## src/rtl/draw_sequencer.sv

```systemverilog
// Sequencer and VGA-bus arbiter for NUM_ENG start/done drawing engines: runs each
// enabled engine once in ascending order (optionally looping) with a per-engine watchdog.
module draw_sequencer #(
   parameter int NUM_ENG = 4,
   parameter int TIMEOUT = 0,
   localparam int IDX_W = (NUM_ENG > 1) ? $clog2(NUM_ENG) : 1
) (
   input  logic                   i_clk,
   input  logic                   i_rst,
   input  logic                   i_start,
   input  logic [NUM_ENG-1:0]     i_en_mask,
   input  logic                   i_loop,
   output logic [NUM_ENG-1:0]     o_eng_start,
   input  logic [NUM_ENG-1:0]     i_eng_done,
   input  logic [8*NUM_ENG-1:0]   i_eng_vga_x,
   input  logic [7*NUM_ENG-1:0]   i_eng_vga_y,
   input  logic [3*NUM_ENG-1:0]   i_eng_vga_colour,
   input  logic [NUM_ENG-1:0]     i_eng_vga_plot,
   output logic [7:0]             o_vga_x,
   output logic [6:0]             o_vga_y,
   output logic [2:0]             o_vga_colour,
   output logic                   o_vga_plot,
   output logic [IDX_W-1:0]       o_active_idx,
   output logic                   o_busy,
   output logic                   o_done,
   output logic [NUM_ENG-1:0]     o_err
);

   localparam int WD_W = (TIMEOUT > 1) ? $clog2(TIMEOUT) : 1;
   localparam logic [WD_W-1:0] WD_LAST = WD_W'((TIMEOUT > 0) ? (TIMEOUT - 1) : 0);

   typedef enum logic [1:0] {
      S_IDLE    = 2'd0,
      S_WAIT    = 2'd1,
      S_RELEASE = 2'd2,
      S_FINISH  = 2'd3
   } state_t;

   state_t               r_state;
   logic [NUM_ENG-1:0]   r_mask;
   logic [IDX_W-1:0]     r_active_idx;
   logic [NUM_ENG-1:0]   r_eng_start;
   logic                 r_busy;
   logic                 r_done;
   logic [NUM_ENG-1:0]   r_err;
   logic [WD_W-1:0]      r_wdog;

   state_t               w_state_nxt;
   logic [NUM_ENG-1:0]   w_mask_nxt;
   logic [IDX_W-1:0]     w_idx_nxt;
   logic [NUM_ENG-1:0]   w_start_nxt;
   logic                 w_busy_nxt;
   logic                 w_done_nxt;
   logic [NUM_ENG-1:0]   w_err_nxt;
   logic [WD_W-1:0]      w_wdog_nxt;

   logic [IDX_W:0]       w_low_req;
   logic [IDX_W:0]       w_low_run;
   logic [IDX_W:0]       w_high_run;
   logic                 w_cur_done;
   logic                 w_timeout;
   logic                 w_launch_hi;
   logic                 w_launch_wrap;

   logic [7:0]           w_x_arr   [NUM_ENG];
   logic [6:0]           w_y_arr   [NUM_ENG];
   logic [2:0]           w_col_arr [NUM_ENG];

   // Returns {found, index} of the lowest set mask bit strictly above 'above'.
   function automatic logic [IDX_W:0] f_first_above(input logic [NUM_ENG-1:0] mask,
                                                    input int above);
      logic [IDX_W:0] res;
      res = '0;
      for (int i = NUM_ENG - 1; i >= 0; i--) begin
         if (mask[i] && (i > above)) begin
            res = {1'b1, IDX_W'(i)};
         end else begin
            res = res;
         end
      end
      return res;
   endfunction

   assign w_low_req     = f_first_above(i_en_mask, -1);
   assign w_low_run     = f_first_above(r_mask, -1);
   assign w_high_run    = f_first_above(r_mask, int'(r_active_idx));
   assign w_cur_done    = i_eng_done[r_active_idx];
   assign w_timeout     = (TIMEOUT != 0) && (r_wdog == WD_LAST);
   assign w_launch_hi   = i_start && w_high_run[IDX_W];
   assign w_launch_wrap = i_loop && i_start && w_low_run[IDX_W];

   // State and registered outputs.
   always_ff @(posedge i_clk) begin
      if (i_rst) begin
         r_state      <= S_IDLE;
         r_mask       <= '0;
         r_active_idx <= '0;
         r_eng_start  <= '0;
         r_busy       <= 1'b0;
         r_done       <= 1'b0;
         r_err        <= '0;
         r_wdog       <= '0;
      end else begin
         r_state      <= w_state_nxt;
         r_mask       <= w_mask_nxt;
         r_active_idx <= w_idx_nxt;
         r_eng_start  <= w_start_nxt;
         r_busy       <= w_busy_nxt;
         r_done       <= w_done_nxt;
         r_err        <= w_err_nxt;
         r_wdog       <= w_wdog_nxt;
      end
   end

   // Next-state decode.
   always_comb begin
      w_state_nxt = r_state;
      case (r_state)
         S_IDLE: begin
            if (i_start) begin
               w_state_nxt = w_low_req[IDX_W] ? S_WAIT : S_FINISH;
            end else begin
               w_state_nxt = S_IDLE;
            end
         end
         S_WAIT: begin
            if (w_cur_done || w_timeout) begin
               w_state_nxt = S_RELEASE;
            end else begin
               w_state_nxt = S_WAIT;
            end
         end
         S_RELEASE: begin
            if (w_cur_done) begin
               w_state_nxt = S_RELEASE;
            end else if (w_launch_hi || w_launch_wrap) begin
               w_state_nxt = S_WAIT;
            end else begin
               w_state_nxt = S_FINISH;
            end
         end
         S_FINISH: begin
            if (i_start) begin
               w_state_nxt = S_FINISH;
            end else begin
               w_state_nxt = S_IDLE;
            end
         end
         default: w_state_nxt = S_IDLE;
      endcase
   end

   // Next values of the registered outputs; launch of an engine and its select share one edge.
   always_comb begin
      w_mask_nxt  = r_mask;
      w_idx_nxt   = r_active_idx;
      w_start_nxt = r_eng_start;
      w_busy_nxt  = r_busy;
      w_done_nxt  = r_done;
      w_err_nxt   = r_err;
      w_wdog_nxt  = r_wdog;
      case (r_state)
         S_IDLE: begin
            if (i_start) begin
               w_mask_nxt = i_en_mask;
               w_err_nxt  = '0;
               w_wdog_nxt = '0;
               if (w_low_req[IDX_W]) begin
                  w_idx_nxt   = w_low_req[IDX_W-1:0];
                  w_start_nxt = NUM_ENG'(1) << w_low_req[IDX_W-1:0];
                  w_busy_nxt  = 1'b1;
                  w_done_nxt  = 1'b0;
               end else begin
                  w_busy_nxt = 1'b0;
                  w_done_nxt = 1'b1;
               end
            end else begin
               w_wdog_nxt = '0;
            end
         end
         S_WAIT: begin
            if (w_cur_done) begin
               w_start_nxt = '0;
               w_wdog_nxt  = '0;
            end else if (w_timeout) begin
               w_err_nxt   = r_err | (NUM_ENG'(1) << r_active_idx);
               w_start_nxt = '0;
               w_wdog_nxt  = '0;
            end else begin
               w_wdog_nxt = r_wdog + WD_W'(1);
            end
         end
         S_RELEASE: begin
            if (w_cur_done) begin
               w_wdog_nxt = '0;
            end else if (w_launch_hi) begin
               w_idx_nxt   = w_high_run[IDX_W-1:0];
               w_start_nxt = NUM_ENG'(1) << w_high_run[IDX_W-1:0];
            end else if (w_launch_wrap) begin
               w_idx_nxt   = w_low_run[IDX_W-1:0];
               w_start_nxt = NUM_ENG'(1) << w_low_run[IDX_W-1:0];
            end else begin
               w_busy_nxt = 1'b0;
               w_done_nxt = 1'b1;
            end
         end
         S_FINISH: begin
            if (i_start) begin
               w_done_nxt = 1'b1;
            end else begin
               w_done_nxt = 1'b0;
            end
         end
         default: begin
            w_start_nxt = '0;
            w_busy_nxt  = 1'b0;
            w_done_nxt  = 1'b0;
         end
      endcase
   end

   // Slice the packed engine buses so the mux is a plain array select.
   always_comb begin
      for (int i = 0; i < NUM_ENG; i++) begin
         w_x_arr[i]   = i_eng_vga_x[8*i +: 8];
         w_y_arr[i]   = i_eng_vga_y[7*i +: 7];
         w_col_arr[i] = i_eng_vga_colour[3*i +: 3];
      end
   end

   // Pixel bus follows the registered select; plot only passes while the engine is running.
   always_comb begin
      o_vga_x      = w_x_arr[r_active_idx];
      o_vga_y      = w_y_arr[r_active_idx];
      o_vga_colour = w_col_arr[r_active_idx];
      o_vga_plot   = i_eng_vga_plot[r_active_idx] && (r_state == S_WAIT);
   end

   assign o_eng_start  = r_eng_start;
   assign o_active_idx = r_active_idx;
   assign o_busy       = r_busy;
   assign o_done       = r_done;
   assign o_err        = r_err;

endmodule

```

## config.mk

```make
export PLATFORM = sky130hd
export DESIGN_NAME = draw_sequencer
export DESIGN_NICKNAME = d
export VERILOG_FILES = /design/src/rtl/draw_sequencer.sv
export SDC_FILE = /design/constraint.sdc
export NUM_CORES = 1
export LEC_CHECK = 0
export CAP_MARGIN = 20
export CORE_AREA = 5 5 75 77
export DETAILED_ROUTE_END_ITERATION = 10
export DIE_AREA = 0 0 80 82
export GPL_ROUTABILITY_DRIVEN = 0
export GPL_TIMING_DRIVEN = 0
export PLACE_DENSITY = 0.84
export SLEW_MARGIN = 15
export SYNTH_ARGS = -nofsm -noshare
export SYNTH_HDL_FRONTEND = slang
export SYNTH_SLANG_ARGS = --single-unit
```

## constraint.sdc

```tcl
create_clock -name i_clk -period 2.1 [get_ports i_clk]
set_input_delay 0.63 -clock i_clk [delete_from_list [all_inputs] [get_ports i_clk]]
set_output_delay 0.63 -clock i_clk [all_outputs]
set_load 0.005 [all_outputs]
```

=== Word-level counts from Yosys, hierarchy flattened ===
Index checks and enable logic that the tools add are counted.

* $lt $le $gt $ge: 5
* Eq/ne operators: 10
* Shifts and indexed selects: 3
* Multiplexer cells: 57
* Bitwise operators: 1
* Reductions and logical operators: 17

{| class="wikitable"
|+ Operators with widths
! cell !! number
|-
| $mux W3 || 13
|-
| $mux W4 || 6
|-
| $mux W2 || 11
|-
| $bmux W8 S2 || 1
|-
| $mux W8 || 2
|-
| $reduce_and A5 Y1 || 3
|-
| $bmux W7 S2 || 1
|-
| $mux W7 || 2
|-
| $mux W1 || 13
|-
| $ne A2 B2 Y1 const B || 6
|-
| $pmux W4 S3 || 1
|-
| $shl A1 B2 Y4 const A || 3
|-
| $pmux W2 S4 || 1
|-
| $logic_and A1 B1 Y1 || 7
|-
| $bmux W3 S2 || 1
|-
| $reduce_and A6 Y1 || 1
|-
| $reduce_bool A3 Y1 || 2
|-
| $bmux W1 S2 || 2
|-
| $eq A2 B2 Y1 const B || 2
|-
| $gt A2 B2 Y1 const A || 2
|-
| $pmux W2 S2 || 1
|-
| $ge A3 B3 Y1 const B || 1
|-
| $lt A2 B3 Y1 const B || 1
|-
| $ne A3 B3 Y1 const B || 1
|-
| other kinds (9) || 9
|}

* Bits in registers: 14
* Input bits: 88
* Output and inout bits: 31
* Word-level logic and storage cells: 99

=== Logic depth before layout (Yosys ltp) ===
Gate-level depths: netlist of run 1.

* Word-level depth: 10
* Mapped depth: 7
* Depth with buffers taken out: 5

=== Worst setup path before layout of run 1 ===
No wires, ideal clock.

* Path kind: input to register
* From: input i_en_mask[0]
* To: register r_eng_start[1], in the netlist o_eng_start[1]
* Setup time: 61 ps
* Data arrival time: 2082 ps
* Data required time: 2039 ps
* Path slack: -43 ps
* Stages on the path: 6
* Buffers on the path: 1
* Cells stage by stage: or4_4 and2_4 o31a_1 buf_6 a211oi_4 a32o_1

* Cells in the longest elaborated chain, start to end: 5
* Elaborated cells on any way between the ends: 7
* Those cells by class: eq/ne (1); shift (1); mux (4); reduce/logical (1)

{| class="wikitable"
|+ Ends and longest elaborated chain
! what !! line !! text
|-
| start, declared || 11 || <nowiki>input logic [NUM_ENG-1:0] i_en_mask,</nowiki>
|-
| $mux W3 (*) || 75 || <nowiki>if (mask[i] && (i > above)) begin</nowiki>
|-
| $shl A1 B2 Y4 || 170 || <nowiki>w_start_nxt = NUM_ENG'(1) << w_low_req[IDX_W-1:0];</nowiki>
|-
| $mux W4 || 168 || <nowiki>if (w_low_req[IDX_W]) begin</nowiki>
|-
| $mux W4 || 164 || <nowiki>if (i_start) begin</nowiki>
|-
| $pmux W4 S3 || 162 || <nowiki>case (r_state)</nowiki>
|-
| end signal, assigned || 107 || <nowiki>r_eng_start <= w_start_nxt;</nowiki>
|-
| end, declared || 42 || <nowiki>logic [NUM_ENG-1:0] r_eng_start;</nowiki>
|}

Every way passes the cells marked *; elsewhere a longest branch is shown, timed or not. The select of a mux whose other input is x is not followed.
A chain may end at the register's enable or synchronous reset.

=== Final worst setup path of run 1 ===
* From: register r_active_idx[0], in the netlist o_active_idx[0]
* To: output o_vga_plot

* Cells in the longest elaborated chain, start to end: 3

{| class="wikitable"
|+ Ends and longest elaborated chain
! what !! line !! text
|-
| start, declared || 41 || <nowiki>logic [IDX_W-1:0] r_active_idx;</nowiki>
|-
| start signal, assigned || 106 || <nowiki>r_active_idx <= w_idx_nxt;</nowiki>
|-
| $bmux W1 S2 || 236 || <nowiki>o_vga_plot = i_eng_vga_plot[r_active_idx] && (r_state == S_WAIT);</nowiki>
|-
| $mux W1 (not written as such) || 236 ||
|-
| $logic_and A1 B1 Y1 || 236 ||
|-
| end, declared || 22 || <nowiki>output logic o_vga_plot,</nowiki>
|}

No other way between the ends. The select of a mux whose other input is x is not followed.

==> flow_summary.json, run 1 <==
{
  "outcome": "finished with violations",
  "violations": "negative setup slack",
  "grt_max_degree": 11,
  "slew_headroom": 0.6292,
  "ys_types": 35,
  "cts_root_buffer": "clkbuf_8",
  "reg2reg_slack_ns": -0.01,
  "core_area_mm2": 0.004945,
  "die_w_um": 80,
  "synthesis.area_mm2": 0.001305,
  "drv_cap": 0,
  "grt_pass1_vias": 1726,
  "fin_cells": 320,
  "drive_above_1_share": 0.3120,
  "synth.avg_cell_area_um2": 10.61,
  "ff_latch_area_um2": 285.3,
  "port_buffers": 114,
  "max_freq_mhz": 463.1,
  "netSwitchingFraction": 0.2980,
  "p_sw_mw": 0.3025,
  "initial_core_util": 0.2639,
  "cp_data_required_time_ns": 1.47,
  "synth.largest_area_cell": "mux4_2",
  "worstSetupEndpointType": "output port",
  "pwr-share-clk": 0.217,
  "num_rows": 26,
  "layout_setup_ws_ns": -0.05951,
  "combPwrFrac": 0.482,
  "io_pins": 119,
  "critPathMaxFanout": 5,
  "period_share": 1.028,
  "drt_iter0_drc": 71,
  "power_mw": 1.015,
  "cts_sinks": 14,
  "multi_input_area_um2": 984.7,
  "grt_first_pass_wirelength_um": 7583,
  "grt_use_total": 0.1512,
  "drc": 0,
  "drt_first_pass_iters": 4,
  "gr-total-overflow": 0,
  "hold_class": "flop to flop",
  "crit_path_start_kind": "flop",
  "dp_slack_ns": -0.6020,
  "placed_cells": 310,
  "synthTopCellsByArea": "mux4_2, dfxtp_1, nor2_1, nand2b_1, a21oi_1",
  "p_leak_nw": 1.068,
  "crit_type": "flop to output port",
  "tightest_slew_ns": 0.5493,
  "vias_per_cell": 4.966,
  "antenna_cells": 0,
  "synthCells": 123,
  "syn_to_final_growth_pct": 99.71,
  "wl_per_cell_um": 16.46,
  "yosys_warnings": 0,
  "dieArea_mm2": 0.006560,
  "totalWireLength_um": 5266,
  "clk_pin_slew_worst_paths_ns": 0.05,
  "grt_antenna_before_repair": 0,
  "htree_levels": 1,
  "via_count": 1589,
  "rsz0062_at_grt": "yes",
  "power_density_mw_per_mm2": 389.4,
  "finalSetupViolCount": 2,
  "dieHeight_um": 82,
  "fin_skew_ns": 0.002868,
  "ant_nets": 0,
  "ys_ff_latch": 14,
  "fill_cells": 473,
  "final_hold_viol_count": 0,
  "cts_tree": "yes",
  "arrival_ns": 1.53,
  "peakVddDrop_mv": 0.1874,
  "cts_buffer_depth": 2,
  "numCtsBuffers": 3,
  "yosysTopAreaCellShare": 0.3452,
  "drv_slew": 0,
  "synth-seq-area-share": 0.2148,
  "seq_power_share": 0.301,
  "period_minus_slack_ns": 2.160,
  "intPower_mw": 0.7125,
  "fin_nets": 340,
  "dpl.hpwl_um": 4394,
  "insertion_delay_ns": 0.25
}
[per-stage QoR]
| step | utilization | setup TNS [ns] | area (um^2) | hold slack [ns] |
|---|---|---|---|---|
| 5_1_grt | 0.5271 | -0.5464 | 2606 | 0.4920 |
| 3_5_place_dp | 0.5149 | -13.47 | 2546 | 0.4618 |
| 4_1_cts | 0.5170 | -0.07595 | 2556 | 0.4753 |
| 6_report | 0.5271 | -0.06914 | 2606 | 0.4767 |
| 3_3_place_gp | 0.5149 | -12.96 | 2546 | 0.4560 |
| 2_1_floorplan | - | 0 | 1318 | 0.4558 |
[Yosys cell counts, drive strengths merged]
master and count:
nor4bb 1, nor2b 3, nor2 12, buf 7, nor3b 2, a32o 3
mux4 20, a31o 3, clkbuf 6, dfxtp 14, a211oi 5, o31ai 2
or4 1, nand2 2, o21bai 2, o2bb2ai 3, o21ai 2, nand2b 6
o311ai 1, a221oi 1, inv 6, and2 1, o31a 1, conb 1
o311a 1, nor4 2, nor3 6, a21oi 6, mux2i 3
[sequential cells by signal (all words and copies together) (netlist names)]
name and count:
o_eng_start 4, o_busy 1, r_mask 4, o_active_idx 2
o_done 1, r_state 2
[area by class of cell]
cell class,instances,share of cell area
repair buffers,122,0.4133
multi-input cells,93,0.3778
flip-flops and latches,14,0.1095
plain buffers,12,0.04129
well taps,70,0.03361
clock buffers,3,0.01584
inverters,6,0.008641
[metal layers]
layer,vias to the layer above,global-route usage,share of wire
li1,738,-,-
met1,728,0.1419,0.33
met2,119,0.2955,0.50
met3,4,0.05921,0.17
met4,0,0.05236,0.010
met5,-,0,0
[kinds of logic after synthesis]
group,after synthesis,share of synthesized area
AO/OA/AOI/OAI,30,0.1870
AND/OR/NAND/NOR,36,0.1544
multiplexers,23,0.3682
buffers and inverters,19,0.07286
flip-flops,14,0.2148
other,1,0.002874
[critical path, stage by stage (launching register included)]
cell	delay, ns
dfxtp_4	0.41
buf_12	0.14
mux4_2	0.47
nor2b_1	0.14
buf_2	0.13
[cell usage in the layout, fill, tap and decap left out, types with 3 or more instances in the layout]
master,synthesis,layout
o2bb2ai_2,0,3
dfxtp_1,14,12
buf_6,1,8
mux4_2,20,20
dlygate4sd2_1,0,56
inv_1,6,6
nor2b_1,3,3
a211oi_1,3,3
nand2b_1,6,6
conb_1,1,4
buf_2,1,15
buf_4,4,11
a32o_1,3,3
nor3_1,6,5
clkdlybuf4s15_1,0,25
a21oi_1,6,6
clkbuf_8,0,3
clkbuf_1,6,3
a31o_2,3,3
clkdlybuf4s50_1,0,10
nor2_1,12,12
mux2i_1,3,3
[worst paths after layout]
path / endpoint / depth (start not counted) / startpoint
min: o_eng_start[2]$_SDFFE_PP0P_ / 1 / o_eng_start[2]$_SDFFE_PP0P_
max reg2reg: o_active_idx[1]$_SDFFE_PP0P_ / 8 / o_active_idx[0]$_SDFFE_PP0P_
max: o_vga_plot / 4 / o_active_idx[0]$_SDFFE_PP0P_
min reg2reg: o_eng_start[2]$_SDFFE_PP0P_ / 1 / o_eng_start[2]$_SDFFE_PP0P_
[timing repair]
action / in CTS / in global routing
setup buffers: 7 / 0
pin swaps: 7 / 3
endpoints found under the setup margin: 25 / 18
hold buffers: 0 / 0
gates cloned: 0 / 1
resized for setup: 213 / 13
[power groups by stage]
stage | Clock (mW) | Combinational (mW) | Sequential [mW]
3_5_place_dp | 0 | 0.518 | 0.306
6_report | 0.220 | 0.489 | 0.305
4_1_cts | 0.228 | 0.479 | 0.303
3_3_place_gp | 0 | 0.509 | 0.306
5_1_grt | 0.238 | 0.526 | 0.308
2_1_floorplan | 0 | 0.219 | 0.304
(Power assumes the default switching activity.)
==> run 2: changes to the inputs <==
--- a/config.mk
+++ b/config.mk
@@ -7,10 +7,12 @@
 export LEC_CHECK = 0
 export CAP_MARGIN = 20
 export CORE_AREA = 5 5 75 77
+export CTS_CLUSTER_DIAMETER = 120
 export DETAILED_ROUTE_END_ITERATION = 10
 export DIE_AREA = 0 0 80 82
 export GPL_ROUTABILITY_DRIVEN = 0
 export GPL_TIMING_DRIVEN = 0
+export HOLD_SLACK_MARGIN = 0.15
 export PLACE_DENSITY = 0.84
 export SLEW_MARGIN = 15
 export SYNTH_ARGS = -nofsm -noshare
==> results of run 2 <==
No change in the layout: final DEF, timing and power equal those of run 1.
